===== src/rtl/imem_loader.sv =====
// imem_loader: write-side loader for the instruction memory.
//
// Accepts a byte stream over a valid/ready handshake and packs it MSB-first
// into 32-bit words. The first byte of a word lands in [31:24]. Each word is
// written to consecutive word-aligned addresses. `loading` is high while an
// image is in flight, so the top level can hold the fetch path.
//
// Optional feature macro: IMEM_LOADER_CHECKSUM_EN
//   Defined: after the final word, one checksum byte is accepted. The 8-bit
//   sum of all image bytes plus the checksum must be 0, otherwise ERROR.
//
// Ports:
//   clk, reset         system clock, synchronous active-high reset
//   start              begin a load at address 0 (sampled in IDLE/ERROR)
//   byte_valid/ready   stream handshake; byte_data, byte_last qualify it
//   mem_we/addr/wdata  instruction memory write port (one cycle per word)
//   loading            image transfer in progress
//   done               one-cycle pulse on success
//   error              sticky failure (misaligned end, overflow, checksum)
//   word_count         words written in the current or last load
//   dbg_state          current FSM state, for checkers
//
// Handshake: a byte moves on a rising edge where byte_valid && byte_ready.
// byte_ready is decoded from registered state only. It never depends
// combinationally on byte_valid. The producer holds its byte until it is taken.
module imem_loader #(
   parameter int MEM_BYTES  = 256,
   parameter int ADDR_WIDTH = 8
) (
   input  logic                  clk,
   input  logic                  reset,
   input  logic                  start,
   input  logic                  byte_valid,
   input  logic [7:0]            byte_data,
   input  logic                  byte_last,
   output logic                  byte_ready,
   output logic                  mem_we,
   output logic [ADDR_WIDTH-1:0] mem_addr,
   output logic [31:0]           mem_wdata,
   output logic                  loading,
   output logic                  done,
   output logic                  error,
   output logic [ADDR_WIDTH-2:0] word_count,
   output logic [2:0]            dbg_state
);

`ifdef IMEM_LOADER_CHECKSUM_EN
   typedef enum logic [2:0] {
      S_IDLE, S_RECV, S_WRITE, S_CSUM, S_DONE, S_ERROR
   } state_t;
`else
   typedef enum logic [2:0] {
      S_IDLE, S_RECV, S_WRITE, S_DONE, S_ERROR
   } state_t;
`endif

   localparam logic [ADDR_WIDTH-1:0] LAST_ADDR = ADDR_WIDTH'(MEM_BYTES - 4);
   localparam logic [ADDR_WIDTH-1:0] ADDR_STEP = ADDR_WIDTH'(4);

   state_t                state, state_n;
   logic [ADDR_WIDTH-1:0] addr;
   logic [31:0]           word;
   logic [1:0]            idx;
   logic                  last_flag;
   logic [ADDR_WIDTH-2:0] wcount;
   logic [4:0]            lane_lo;

`ifdef IMEM_LOADER_CHECKSUM_EN
   logic [7:0] sum;
   logic [7:0] csum_total;
   assign csum_total = sum + byte_data;
`endif

   // Byte idx goes to lane 3-idx, so the first byte ends up in [31:24].
   assign lane_lo = {~idx, 3'b000};

   always_ff @(posedge clk) begin
      if (reset) state <= S_IDLE;
      else       state <= state_n;
   end

   always_comb begin
      state_n = state;
      unique case (state)
         S_IDLE:  if (start) state_n = S_RECV;
         S_RECV: begin
            if (byte_valid) begin
               if (idx == 2'd3)    state_n = S_WRITE;
               else if (byte_last) state_n = S_ERROR;
            end
         end
         S_WRITE: begin
            if (last_flag) begin
`ifdef IMEM_LOADER_CHECKSUM_EN
               state_n = S_CSUM;
`else
               state_n = S_DONE;
`endif
            end else if (addr == LAST_ADDR) begin
               state_n = S_ERROR;
            end else begin
               state_n = S_RECV;
            end
         end
`ifdef IMEM_LOADER_CHECKSUM_EN
         S_CSUM: begin
            if (byte_valid) state_n = (csum_total == 8'h00) ? S_DONE : S_ERROR;
         end
`endif
         S_DONE:  state_n = S_IDLE;
         S_ERROR: if (start) state_n = S_RECV;
         default: state_n = S_IDLE;
      endcase
   end

   always_ff @(posedge clk) begin
      if (reset) begin
         addr      <= '0;
         word      <= '0;
         idx       <= '0;
         last_flag <= 1'b0;
         wcount    <= '0;
`ifdef IMEM_LOADER_CHECKSUM_EN
         sum       <= '0;
`endif
      end else begin
         unique case (state)
            S_IDLE, S_ERROR: begin
               if (start) begin
                  addr      <= '0;
                  idx       <= '0;
                  last_flag <= 1'b0;
                  wcount    <= '0;
`ifdef IMEM_LOADER_CHECKSUM_EN
                  sum       <= '0;
`endif
               end
            end
            S_RECV: begin
               if (byte_valid) begin
                  word[lane_lo +: 8] <= byte_data;
                  idx                <= idx + 2'd1;
                  if (idx == 2'd3) last_flag <= byte_last;
`ifdef IMEM_LOADER_CHECKSUM_EN
                  sum <= sum + byte_data;
`endif
               end
            end
            S_WRITE: begin
               wcount <= wcount + 1'b1;
               // Hold at the top word instead of wrapping back to 0.
               if (addr != LAST_ADDR) addr <= addr + ADDR_STEP;
            end
            default: ;
         endcase
      end
   end

   assign byte_ready = (state == S_RECV)
`ifdef IMEM_LOADER_CHECKSUM_EN
                     || (state == S_CSUM)
`endif
                     ;
   assign mem_we     = (state == S_WRITE);
   assign mem_addr   = addr;
   assign mem_wdata  = word;
   assign loading    = (state == S_RECV) || (state == S_WRITE)
`ifdef IMEM_LOADER_CHECKSUM_EN
                     || (state == S_CSUM)
`endif
                     ;
   assign done       = (state == S_DONE);
   assign error      = (state == S_ERROR);
   assign word_count = wcount;
   assign dbg_state  = state;

endmodule


===== config.mk =====
export PLATFORM = sky130hd
export DESIGN_NAME = imem_loader
export DESIGN_NICKNAME = d
export VERILOG_FILES = /design/src/rtl/imem_loader.sv
export SDC_FILE = /design/constraint.sdc
export NUM_CORES = 1
export LEC_CHECK = 0
export CAP_MARGIN = 20
export CORE_AREA = 2 2 87 64
export DETAILED_ROUTE_END_ITERATION = 8
export DIE_AREA = 0 0 89 66
export PLACE_DENSITY = 0.78
export SLEW_MARGIN = 20
export SYNTH_ARGS = -nofsm -noshare
export SYNTH_HDL_FRONTEND = slang
export SYNTH_SLANG_ARGS = --single-unit

===== constraint.sdc =====
create_clock -name clk -period 2.45 [get_ports clk]
set_input_delay 0.245 -clock clk [delete_from_list [all_inputs] [get_ports clk]]
set_output_delay 0.245 -clock clk [all_outputs]
set_load 0.005 [all_outputs]

# Word-level counts from Yosys, hierarchy flattened
# Cells that the tools add are included.
classes:
  n_shift: 2
  reduce_logical: 11
  addsub: 4
  n_eq_ne: 12
  n_mux: 20
  n_bitwise: 1
ops:
  columns: ["cell", "n"]
  rows:
  - ["$bwmux W32", 1]
  - ["$shift A8 B7 Y32 const A", 1]
  - ["$shiftx A8 B7 Y32", 1]
  - ["$mux W3", 6]
  - ["$mux W8", 2]
  - ["$pmux W8 S2", 1]
  - ["$pmux W7 S2", 1]
  - ["$pmux W3 S3", 1]
  - ["$reduce_and A3 Y1", 3]
  - ["$add A8 B3 Y8 const B", 1]
  - ["$eq A8 B8 Y1 const B", 1]
  - ["$ne A8 B8 Y1 const B", 1]
  - ["$add A7 B1 Y7 const B", 1]
  - ["$mux W7", 1]
  - ["$neg A5 Y7", 1]
  - ["$eq A3 B2 Y1 const B", 2]
  - ["$ne A2 B1 Y1 const B", 3]
  - ["$mux W2", 2]
  - ["$pmux W2 S2", 1]
  - ["$reduce_and A2 Y1", 2]
  - ["$reduce_and A4 Y1", 1]
  - ["$reduce_bool A2 Y1", 2]
  - ["$eq A3 B1 Y1 const B", 1]
  - ["$eq A3 B3 Y1 const B", 1]
  - ["other kinds (10)", 12]
word_totals:
  elab_cells: 56
  regBits: 53
  out_inout_bits: 55
  inputBits: 13

# Longest topological paths before layout
# Gate-level depths: netlist of the first run.
logic_depth:
  word_depth: 4
  ltp_mapped: 8
  ltp_nobuf: 5

# Worst setup path before layout of the first run
# Ideal clock, no wire load.
synth_timing:
  kind: "register to register"
  start: "register idx[0]"
  end: "register word[10], in the netlist mem_wdata[10]"
  path_stages_with_launch: 6
  setup_slack_ns: 0.692
  arrival_time_ns: 1.688
  cell_sequence: "dfxtp_1 > inv_1 > ha_1 > nor3b_1 > nand3_1 > a21oi_1"
synth_via:
  elab_chain_len: 4
  elab_cells_between_ends: 5
  classes_between: "add/sub (1); shift (2); mux (1); bitwise (1)"
synth_lines:
  columns: ["element", "line_no", "rtl"]
  rows:
  - ["start, declared", "63", "logic [1:0] idx;"]
  - ["start signal, assigned", "142", "idx <= idx + 2'd1;"]
  - ["$not A2 Y2 *", "75", "assign lane_lo = {~idx, 3'b000};"]
  - ["$neg A5 Y7 *", "141", "word[lane_lo +: 8] <= byte_data;"]
  - ["$shiftx A8 B7 Y32 or $shift A8 B7 Y32 (tied branches)", "141", null]
  - ["$bwmux W32 *", "141", null]
  - ["end signal, assigned by index", "141", null]
  - ["end, declared", "62", "logic [31:0] word;"]
# Mark *: on every way between the ends. The rest lies on a longest branch, timed or not.
# A chain may end at the register's enable or synchronous reset.

# Worst setup path after layout of the first run
layout_timing:
  start: "register state[1], in the netlist dbg_state[1]"
  end: "output port loading"
layout_via:
  elab_chain_len: 2
  elab_cells_between_ends: 3
  classes_between: "eq/ne (2); reduce/logical (1)"
layout_lines:
  columns: ["element", "line_no", "rtl"]
  rows:
  - ["start, declared", "60", "state_t state, state_n;"]
  - ["start signal, assigned", "79", "else state <= state_n;"]
  - ["$eq A3 B1 Y1 or $eq A3 B2 Y1 (tied branches)", "167", "assign loading = (state == S_RECV) || (state == S_WRITE)"]
  - ["$logic_or A1 B1 Y1 *", "167", null]
  - ["end, declared", "40", "output logic loading,"]
# Marks and branches as above.

==> summary by stage, run 1 <==
Clock tree
The number of setup buffers added after CTS is 0. The clock insertion delay at the later pin of the skew report is 0.31 ns. Clock-pin slew was measured on the worst setup and hold paths at 0.09 ns. The number of H-tree levels is 2. The maximum count of clock buffers along a single path is 2. The root buffer cell is sky130_fd_sc_hd__clkbuf_8. For this design, the sink count on the clock tree is 51. TritonCTS built the clock tree. Clock tree synthesis inserted a total of 5 buffers.

The number of gates resized after CTS is 0. The number of hold-repair buffers added at the cts stage is 0.

Floorplan
The floorplan has 22 rows. The floorplan step set the die height to 66 microns. For this configuration, the core starts out at a cell density of 0.455. Measured along the x axis, the die boundary spans 89 microns. The die covers 5870 sq um. In this run the standard cell core region covers 5060 sq um. In this run the count of I/O pins placed on the die edge is 68.

Synth
Of the synthesized area, sequential elements account for 0.443. The Yosys step of the flow raised 0 warnings. The most used flip-flop cell after synthesis is sky130_fd_sc_hd__dfxtp_1. sky130_fd_sc_hd__dfxtp_1 takes more of the synthesized area than any other cell. In the synthesized netlist, the number of instances is 281.

The post-synthesis async set-or-reset flop share is 0. Of the post-synthesis cell area, the dominant cell type holds 0.443. In this run, synthesis inferred 0 flip-flops with an integrated enable. The number of distinct standard cells referenced by the synthesized netlist is 43.

Among all cell types in the netlist, the one instantiated most often is sky130_fd_sc_hd__dfxtp_1. The synthesized netlist occupies a cell area of 2300 sq um. The average cell area after synthesis is 8.20 sq um. After synthesis the netlist holds a flip-flop and latch count of 51.

Ranked by instance count, the synthesized netlist is headed by sky130_fd_sc_hd__dfxtp_1, sky130_fd_sc_hd__a21oi_1, sky130_fd_sc_hd__nand2_1. Sorting the synthesized cells by area gives the leading types as sky130_fd_sc_hd__dfxtp_1, sky130_fd_sc_hd__a21oi_1, sky130_fd_sc_hd__nand3_1, sky130_fd_sc_hd__nand2_1, sky130_fd_sc_hd__ha_1.

Cells and area
From synthesis to final layout, the design area changed by 35.3%. The fraction of final layout cells sized beyond drive strength 1 is 0.0756. After the last flow step, the layout net total stands at 364. Fill cells in the final layout number 462. The number of antenna diodes in the final layout is 0.

The final standard cell count with taps included and fillers excluded is 416. The end-of-flow core utilization is 0.616.

Setup path
Setup slack on the worst reg-to-reg path comes out at 0.50 ns. The critical path goes through or3b_4, clkinv_8, or2_2, clkdlybuf4s50_1. The critical path's largest stage delay is 0.55 ns. The worst setup path is of the reg2out kind.

STA classifies the critical path endpoint as a primary output. The critical path startpoint category is a flip-flop. The worst endpoint data arrival time is 2.08 ns.

The critical-path maximum fanout is 11. The worst setup path startpoint is dbg_state[1]. On the critical path the largest part of the delay comes from simple AND/OR/NAND/NOR gates. In this run the critical register-to-register path is captured at mem_addr[5]. The launch instance of the worst register-to-register path is dbg_state[1]. The slowest cell on the critical path is sky130_fd_sc_hd__dfxtp_1. At the worst endpoint, the required time is 2.20 ns. The sum of buffers and inverters on the critical path is 2. The critical path runs through a total of 4 cells. Measured in cells, the most critical reg-to-reg path has a length of 5.

Route
Detailed routing inserted a total of 2,177 vias. The number of vias per cell after detailed routing is 5.23. The wire length per cell is 14.2 microns. The DRC violation total after the first TritonRoute iteration is 111. The wire length reported by the detailed router is 5.90 mm. For this run, design rule violations remaining after detail routing come to 0.

The first detailed-routing pass took 4 iterations. The final antenna-violating net count is 0.

Power and ir drop
The combinational share of power is 0.102. The cell-internal power is 0.00121 W. The portion of total power attributed to the clock network is 0.363. The leakage dissipation is 1.06 nW. Power spread over the standard cell area amounts to 510 nW/um^2. The analysis attributes to net switching a power of 0.000379 W.

The share of total power dissipated in sequential elements is 0.535. VDD sags by at most 0.397 mV. Of the total power, the share spent switching nets is 0.238.

Global routing
The total congestion overflow after global routing is 0. Across every metal layer, demand over resource in global routing totals 0.210. The number of global-route vias before repair came to 2,020. The initial antenna violation count is 0. The first-pass GRT wire length is 9.49 mm. The pin count of the biggest net entering global routing is 26.

STA
The final number of setup-violating endpoints is 0. The number of hold-slack violations in the final timing report was 0. The time the final worst path needs with I/O delays and setup is 2.32 ns. Summed over all failing endpoints, the final setup total negative slack is 0 ns.

Headroom to the max-slew limit came out at 0.660. Setup repair after global routing left no endpoint under its margin. The count of final max-slew check failures is 0.

In the finished design, the share of the clock period the worst path needs comes to 0.948. The worst clock skew is 0.00879 ns. Based on the critical path, the design can be clocked at up to 431 MHz.

At the pin with the least slew margin, the transition time is 0.508 ns.

Min path
Counting instances, the worst hold path has a depth of 2. The startpoint of the most critical hold path is mem_wdata[27]. The endpoint with the worst hold slack is mem_wdata[27]. The tightest min-delay check is of the reg2reg type.

Placement
The count of input and output buffers is 65. The last weighted congestion value of the routability-driven placer is 0.815. Detailed placement finished with a half-perimeter wire length of 4.30 mm.

The number of placed instances with taps included is 409.

Run
The max-cap check violation count is 0.

Status
The run finished with clean final reports.
## area by class of cell
type | count | area, sq um | share of cell area
Clock inverter | 2 | 37.5 | 0.0120
Sequential cell | 51 | 1020 | 0.327
Timing Repair Buffer | 72 | 703 | 0.226
Tap cell | 72 | 90.1 | 0.0289
Inverter | 7 | 38.8 | 0.0124
Multi-Input combinational cell | 207 | 1160 | 0.372
Clock buffer | 5 | 68.8 | 0.0221
## metal layers
metal	wire, microns	track usage	vias to the layer above
met2	2580	0.305	76
li1	-	-	1100
met5	0	0	-
met3	385	0.0499	8
met4	62	0.0597	0
met1	2870	0.308	993
## tightest hold or removal path: cells and delay by family, from the launching register on
| family | cells | cell delay (ns) |
|---|---|---|
| DFF | 1 | 0.32 |
| and+or+nand+nor | 1 | 0.05 |
| AOI/OAI and AO/OA | 1 | 0.05 |
## registers in the layout (all words and copies together) (netlist names)
register	count
mem_wdata	32
word_count	7
mem_addr	6
dbg_state	3
idx	2
last_flag	1
## cells by family after synthesis
logic type	Yosys count	synth area share
DFF	51	0.443
muxes	3	0.0141
other	1	0.00163
adders and majority gates	7	0.0380
buffers and inverters	24	0.0570
and+or+nand+nor	132	0.294
AOI/OAI and AO/OA	63	0.152
## power by group through the flow
stage | clock network, W | logic, W | registers [W]
floorplan | 0 | 0.0000814 | 0.000867
global placement | 0 | 0.000158 | 0.000870
detailed placement | 0 | 0.000161 | 0.000871
CTS | 0.000588 | 0.000161 | 0.000851
global route | 0.000629 | 0.000177 | 0.000854
finish | 0.000578 | 0.000162 | 0.000851
## per-stage QoR
step / hold slack [ns] / instance area [sq um] / power [W] / setup WS (ns)
after floorplan: 0.397 / 2310 / 0.000948 / 0.692
after global placement: 0.438 / 3010 / 0.00103 / 0.401
after detailed placement: 0.442 / 3010 / 0.00103 / 0.342
after CTS: 0.456 / 3120 / 0.00160 / 0.00416
after global routing: 0.475 / 3120 / 0.00166 / 0.0717
final: 0.453 / 3120 / 0.00159 / 0.128
## placed cells by master, fill, tap and decap left out, drive strengths merged, types with 3 or more instances in the layout
cell type      instances
nor2                  15
o21ai                  5
nor3                   5
or2                    4
a21oi                 45
nand2b                 3
ha                     7
dfxtp                 51
nand2                 44
nand3                 38
inv                    6
clkbuf                 5
a22oi                  3
o31ai                  3
nor3b                  6
clkdlybuf4s50         65
buf                    7
and2                   5
## worst max path at each step
stage	end	slack, ns
2_1_floorplan	mem_wdata[10]	0.69
3_3_place_gp	loading	0.40
3_5_place_dp	loading	0.34
4_1_cts	loading	0.004
5_1_grt	loading	0.07
6_report	loading	0.13
No activity file was read; power rests on OpenSTA's default activity.
==> run 2, diff against run 1 <==
--- a/config.mk
+++ b/config.mk
@@ -9,6 +9,7 @@
 export CORE_AREA = 2 2 87 64
 export DETAILED_ROUTE_END_ITERATION = 8
 export DIE_AREA = 0 0 89 66
+export GPL_TIMING_DRIVEN = 0
 export PLACE_DENSITY = 0.78
 export SLEW_MARGIN = 20
 export SYNTH_ARGS = -nofsm -noshare
==> constraint.sdc (replaced) <==
create_clock -name clk -period 2.6 [get_ports clk]
set_input_delay 0.26 -clock clk [delete_from_list [all_inputs] [get_ports clk]]
set_output_delay 0.26 -clock clk [all_outputs]
set_load 0.005 [all_outputs]
==> summary by stage, run 2 (synthesis results as in run 1) <==
Status
The run finished with clean final reports.

STA
In the finished design, the share of the clock period the worst path needs comes to 0.923. The number of hold-slack violations in the final timing report is 0 (unchanged). Setup repair after global routing left no endpoint under its margin. The final number of setup-violating endpoints was 0 (unchanged). The worst slew margin relative to its limit came to 0.403 (-0.257). The highest clock rate is 417 MHz. The worst clock skew is 0.00934 ns (+0.000551 ns).

The count of final max-slew check failures came to 0 (unchanged). The post-route setup TNS is 0 ns (unchanged). The routed design could run at a clock period as short as 2.40 ns. The actual transition at the worst max-transition pin is 0.894 ns (+0.386 ns).

Route
The wire length reported by the detailed router is 6.03 mm (+2.2%). The final antenna-violating net count is 0 (unchanged). The DRC violation count after routing is 0 (unchanged).

The number of vias per cell after detailed routing was 5.21 (-0.47%). The detailed-routing iteration count for the pre-antenna-repair pass is 4 (unchanged). The number of vias in the routed layout is 2,224 (+2.2%). The DRC violation total after the first TritonRoute iteration is 157 (+41%). The wire length per cell was 14.1 microns (-0.41%).

Power and ir drop
The portion of total power attributed to the clock network is 0.344 (-0.019). The switching share of total power is 0.241 (+0.00315). The register share of total power is 0.552 (+0.017). The total power per unit cell area is 460 nW/um^2 (-9.9%). The leakage dissipation is 1.09 nW (+1.9%). The combinational share of power is 0.104 (+0.002). The highest ir drop seen on vdd was 0.283 mV (-29%). The cell-internal power is 0.00110 W (-9.3%).

The switching component of the power is 0.000350 W (-7.7%).

Clock tree
The maximum count of clock buffers along a single path is 2 (unchanged). The clock edge transition at the registers on the reported setup and hold paths is 0.09 ns (about the same). The number of H-tree levels was 2 (unchanged). The number of gates resized after CTS is 0 (unchanged).

The cell sitting at the root of the clock tree is a sky130_fd_sc_hd__clkbuf_8. The clock insertion delay at the later pin of the skew report is 0.30 ns (about the same). The CTS tree is done.

The total CTS buffers was 5 (unchanged). The number of setup buffers added after CTS is 0 (unchanged). The number of hold-repair buffers added at the cts stage was 0 (unchanged).

The sink count of the clock tree is 51 (unchanged).

Setup path
The slowest cell on the critical path is sky130_fd_sc_hd__clkdlybuf4s50_1. The critical path's largest stage delay is 0.49 ns (-0.06 ns). The critical-path maximum fanout came to 10 (-1).

The sum of buffers and inverters on the critical path is 2 (unchanged). The kind of cell with the highest combined delay on the critical path is buffers and inverters. The worst endpoint data arrival time is 2.14 ns (+0.06 ns). The critical path class is reg2out. The critical path goes through clkbuf_1, nor3b_2, or2_2, clkdlybuf4s50_1. The worst setup path is launched from a flip-flop.

The required time reported for the critical path endpoint is 2.34 ns (+0.14 ns). The worst setup path is captured at a primary output.

Global routing
The total congestion overflow after global routing is 0 (unchanged). The pin count of the biggest net entering global routing is 16 (-38%). The number of global-route vias before repair is 2,052 (+1.6%). The total track usage is 0.220 (+0.0105).

The first-pass GRT wire length is 10.1 mm (+6.3%). The initial antenna violation count is 0 (unchanged).

Floorplan
The I/O pin count is 68 (unchanged). The effective utilization at floorplan came to 0.455 (unchanged). The total core area is 5060 sq um (unchanged).

The width of the die is 89 microns (unchanged). The overall die height is 66 microns (unchanged). The area of the die is 5870 sq um (unchanged). The number of rows created at floorplan is 22 (unchanged).

Run
The max-cap check violation count is 0 (unchanged).

Cells and area
The final-stage net count was 374 (+2.7%). The fraction of final layout cells sized beyond drive strength 1 is 0.0789 (+0.00329). The count of antenna diodes in the layout is 0 (unchanged). The library cells used most frequently in the layout, excluding fill and tap cells, are sky130_fd_sc_hd__clkdlybuf4s50_1, sky130_fd_sc_hd__dfxtp_1, sky130_fd_sc_hd__a21oi_1. The number of flip-flops in the largest register is 32 (unchanged). The area added between synthesis and finish is 36.8%. The library cell used most frequently in the layout, excluding fill and tap cells, is sky130_fd_sc_hd__clkdlybuf4s50_1. The final standard cell count with taps included and fillers excluded is 427 (+2.6%).

Placement
The number of placed instances with taps included was 419 (+2.4%). The detailed placer's ending HPWL is 4.49 mm (+4.5%). The count of input and output buffers came to 65 (unchanged).

The last weighted congestion value of the routability-driven placer came to 0.793 (-2.7%).

Min path
The worst hold-check path type is reg2reg.
## run 2: cell count changes in the layout (fill, tap and decap cells not counted), moves of 2 or more
cell / previous run / this run
sky130_fd_sc_hd__buf_2: 0 / 5
sky130_fd_sc_hd__buf_4: 7 / 2
sky130_fd_sc_hd__buf_6: 0 / 2
sky130_fd_sc_hd__clkbuf_1: 0 / 8
sky130_fd_sc_hd__clkbuf_8: 5 / 7
## run 2: final timing paths
path                 start       endpoint  depth (start not counted)  slack [ns]
max           dbg_state[0]        loading                          4        0.20
min          mem_wdata[10]  mem_wdata[10]                          2        0.45
max reg2reg         idx[0]  mem_wdata[14]                          5        0.36
min reg2reg  mem_wdata[10]  mem_wdata[10]                          2        0.45
## run 2: metal layers
| metal | wire (microns) | vias up | global-route usage |
|---|---|---|---|
| met4 | 47 | 0 | 0.0578 |
| met3 | 368 | 6 | 0.0437 |
| li1 | - | 1124 | - |
| met5 | 0 | - | 0 |
| met2 | 2700 | 63 | 0.323 |
| met1 | 2920 | 1031 | 0.330 |
## run 2: worst register-to-register path: cells and delay by family (launching register included)
family | cells | cell delay [ns]
DFF | 1 | 0.52
AOI/OAI and AO/OA | 1 | 0.19
adders and majority gates | 1 | 0.38
and+or+nand+nor | 2 | 0.95
buffers and inverters | 1 | 0.14
## run 2: layout make-up
type                       count  area [sq um]
timing repair buffer          65           651
tap                           72          90.1
inverter                       7          38.8
multi-input combinational    207          1160
clock inverter                 1          7.51
buffer                        17          92.6
fill                         466          1910
sequential                    51          1020
clock buffer                   7          96.3
## run 2: stage by stage
step            util  area (sq um)  hold WS, ns  total power [W]  worst slack (ns)
4_1_cts        0.623          3150        0.455          0.00146             0.209
6_report       0.623          3150        0.453          0.00145             0.199
3_5_place_dp   0.602          3050        0.442         0.000967             0.400
5_1_grt        0.623          3150        0.476          0.00151            0.0813
2_1_floorplan      -          2310        0.412         0.000893             0.842
3_3_place_gp   0.602          3050        0.439         0.000965             0.534
## run 2: power groups by stage
stage	registers, W	clock network, W	logic [W]
floorplan	0.000817	0	0.0000767
global placement	0.000818	0	0.000147
detailed placement	0.000819	0	0.000149
CTS	0.000800	0.000508	0.000150
global route	0.000802	0.000545	0.000166
finish	0.000800	0.000499	0.000151
==> run 3, diff against run 2 <==
--- a/config.mk
+++ b/config.mk
@@ -5,12 +5,13 @@
 export SDC_FILE = /design/constraint.sdc
 export NUM_CORES = 1
 export LEC_CHECK = 0
+export ABC_AREA = 1
 export CAP_MARGIN = 20
-export CORE_AREA = 2 2 87 64
+export CORE_AREA = 2 2 90 66
 export DETAILED_ROUTE_END_ITERATION = 8
-export DIE_AREA = 0 0 89 66
+export DIE_AREA = 0 0 92 68
 export GPL_TIMING_DRIVEN = 0
-export PLACE_DENSITY = 0.78
+export PLACE_DENSITY = 0.84
 export SLEW_MARGIN = 20
 export SYNTH_ARGS = -nofsm -noshare
 export SYNTH_HDL_FRONTEND = slang
==> summary by stage, run 3 <==
Cells and area
The number of flip-flops in the largest register is 32 (unchanged). The final-stage net count is 459 (+23%). The library cells used most frequently in the layout, excluding fill and tap cells, are sky130_fd_sc_hd__nand2_1, sky130_fd_sc_hd__clkdlybuf4s50_1, sky130_fd_sc_hd__dfxtp_1. The count of antenna diodes in the layout came to 0 (unchanged). The fraction of final layout cells sized beyond drive strength 1 is 0.0545 (-0.0243). The most common library cell in the layout ignoring fill and taps is sky130_fd_sc_hd__nand2_1. Compared with the post-synthesis result, the final layout area differs by 33.7%.

Synth
The most used flip-flop cell after synthesis is sky130_fd_sc_hd__dfxtp_1. The top cell type's share of synthesized area is 0.408 (-0.0346). The number of warning messages in the yosys log is 0 (unchanged). The sequential element share of the synthesized area is 0.408 (-0.0346).

The synthesized design spends more area on one cell type than any other, namely sky130_fd_sc_hd__dfxtp_1. The commonest cells after synthesis are sky130_fd_sc_hd__nand2_1, sky130_fd_sc_hd__dfxtp_1, sky130_fd_sc_hd__a21oi_1. Yosys attributes the largest share of cell area to sky130_fd_sc_hd__dfxtp_1, sky130_fd_sc_hd__nand2_1, sky130_fd_sc_hd__a21oi_1, sky130_fd_sc_hd__nand3_1, sky130_fd_sc_hd__nor2_1. The number of storage elements in the synthesis netlist is 51 (unchanged). The post-synthesis async set-or-reset flop share was 0 (unchanged). The number of distinct standard cells referenced by the synthesized netlist is 24 (-44%).

The average cell area after synthesis was 6.83 sq um (-17%). The combined area of all synthesized cells was 2500 sq um (+8.5%). The instance count of the mapped netlist is 366 (+30%).

The most numerous cell in the Yosys netlist is sky130_fd_sc_hd__nand2_1. The number of synthesized flops with an enable pin is 0 (unchanged).

Route
The final antenna-violating net count is 0 (unchanged). The wire length reported by the detailed router is 6.61 mm (+9.5%). The wire length per cell is 12.8 microns (-9.2%). The detailed-routing iteration count for the pre-antenna-repair pass was 4 (unchanged). The DRC violation count after routing is 0 (unchanged).

The number of vias in the routed layout is 2,635 (+18%). The number of vias per cell after detailed routing is 5.12 (-1.8%). The DRC violation total after the first TritonRoute iteration is 172 (+9.6%).

Setup path
The signal on the critical path passes through inv_1, nand2_1, nor2_1, buf_2, clkdlybuf4s50_1. The critical path's largest stage delay is 0.53 ns (+0.04 ns). The critical-path maximum fanout is 10 (unchanged). The sum of buffers and inverters on the critical path was 3 (+1).

The critical path class is reg2out. The worst endpoint data arrival time is 1.91 ns (-0.23 ns). The required time reported for the critical path endpoint is 2.34 ns (about the same).

The slowest cell on the critical path is sky130_fd_sc_hd__clkdlybuf4s50_1. The worst setup path is captured at a primary output. The kind of cell with the highest combined delay on the critical path is buffers and inverters.

STA classifies the critical path startpoint as a flip-flop.

Global routing
The met2 track demand over resource is 0.352 (+0.0293). The pin count of the biggest net entering global routing is 16 (unchanged). The met1 capacity usage during global routing is 0.306 (-0.0234). The first-pass GRT wire length is 11.0 mm (+9.2%). The total track usage came to 0.219 (-0.00107). The total congestion overflow after global routing is 0 (unchanged).

The peak-usage layer in the global routing report is met2. The met3 usage is 0.0430 (-0.000744). The initial antenna violation count came to 0 (unchanged). The number of global-route vias before repair is 2,399 (+17%).

Placement
The detailed placer's ending HPWL came to 5.02 mm (+12%). The last weighted congestion value of the routability-driven placer is 0.925 (+17%). The count of input and output buffers came to 65 (unchanged).

Clock tree
The root buffer cell is sky130_fd_sc_hd__clkbuf_8. The number of H-tree levels came to 2 (unchanged). The number of setup buffers added after CTS was 0 (unchanged). The CTS tree is done. The total CTS buffers came to 5 (unchanged).

The number of hold-repair buffers added at the cts stage is 0 (unchanged). The clock edge transition at the registers on the reported setup and hold paths is 0.09 ns (about the same). The maximum count of clock buffers along a single path was 2 (unchanged).

The clock insertion delay at the later pin of the skew report is 0.31 ns (about the same). The number of gates resized after CTS is 0 (unchanged). The sink count of the clock tree is 51 (unchanged).

STA
The count of final max-slew check failures is 0 (unchanged). Setup repair after global routing left no endpoint under its margin. The highest clock rate is 461 MHz (+11%). The share of the clock period used by the worst path is 0.834 (-0.0895).

The time the final worst path needs with I/O delays and setup is 2.17 ns (-0.233 ns). The final number of setup-violating endpoints is 0 (unchanged). The number of hold-slack violations in the final timing report came to 0 (unchanged). The worst clock skew came to 0.0121 ns (+0.00276 ns). The post-route setup TNS came to 0 ns (unchanged).

Floorplan
The total core area was 5470 sq um (+8.0%). The width of the die is 92 microns (+3.4%). The number of rows created at floorplan is 23 (+4.5%). The I/O pin count is 68 (unchanged). The area of the die is 6260 sq um (+6.5%). The overall die height was 68 microns (+3.0%).

The effective utilization at floorplan is 0.457 (+0.00217).

Power and ir drop
The total power per unit cell area came to 448 nW/um^2 (-2.5%). The leakage dissipation is 1.28 nW (+18%). The highest ir drop seen on vdd is 0.255 mV (-10%). The total power after layout is 0.00150 W (+3.4%).

Status
The flow ran to the end, and the final reports show no timing, DRC or antenna violations.

Run
The max-cap check violation count is 0 (unchanged).

Min path
In this run the worst hold path is classified as reg2reg.
==> run 3: cell count changes in the layout (fill, tap and decap cells not counted), sizes merged, moves of 5 or more <==
cell and change:
nand2 +46, inv +28, nor2 +24, nor3 +13
o21ai +6, and2 -5, nand3 +5, nor3b -5
==> run 3: worst paths after layout <==
| path | startpoint | to | slack (ns) | depth (start not counted) |
|---|---|---|---|---|
| worst max-delay path | dbg_state[2] | mem_we | 0.43 | 5 |
| worst min-delay path | mem_wdata[13] | mem_wdata[13] | 0.47 | 2 |
| worst max register to register | idx[0] | mem_wdata[4] | 0.45 | 8 |
| worst min register to register | mem_wdata[13] | mem_wdata[13] | 0.47 | 2 |
==> run 3: tightest hold or removal path: cells and delay by family, from the launching register on <==
kind	cells	cell delay [ns]
compound gates	1	0.05
flops	1	0.32
simple gates	1	0.06
==> run 3: per-stage QoR <==
stage	util	cells	setup slack (ns)	hold WS, ns	instance area (sq um)
finish	0.611	515	0.432	0.467	3340
global route	0.611	515	0.287	0.475	3340
CTS	0.611	515	0.446	0.467	3340
detailed placement	0.594	507	0.559	0.453	3250
global placement	0.594	507	0.648	0.444	3250
floorplan	-	367	0.867	0.441	2500
==> run 3: layer usage <==
metal / share of wire / up-vias
met5: 0 / -
met4: 0.016 / 0
met3: 0.066 / 13
met2: 0.44 / 94
met1: 0.48 / 1196
li1: - / 1332
==> run 3: report_power, final <==
part / switching [W] / internal (W)
clock: 0.000267 / 0.000219
combinational: 0.000128 / 0.0000827
sequential: 0.0000111 / 0.000791
==> run 3: logic make-up (layout without fill, tap and decap cells) <==
family / count (synthesis) / count (layout) / synth area share
AND/OR/NAND/NOR: 198 / 198 / 0.349
AO/OA/AOI/OAI: 57 / 57 / 0.116
buffers and inverters: 52 / 125 / 0.0901
flip-flops: 51 / 51 / 0.408
adder cells (fa/ha/maj): 7 / 7 / 0.0350
other: 1 / 2 / 0.00150
==> run 3: layout make-up <==
type	count	area, sq um
Multi-Input combinational cell	264	1260
Buffer	18	97.6
Tap cell	75	93.8
Inverter	34	128
Timing Repair Buffer	65	651
Clock buffer	7	86.3
Sequential cell	51	1020
Fill cell	504	2120
Clock inverter	1	8.76
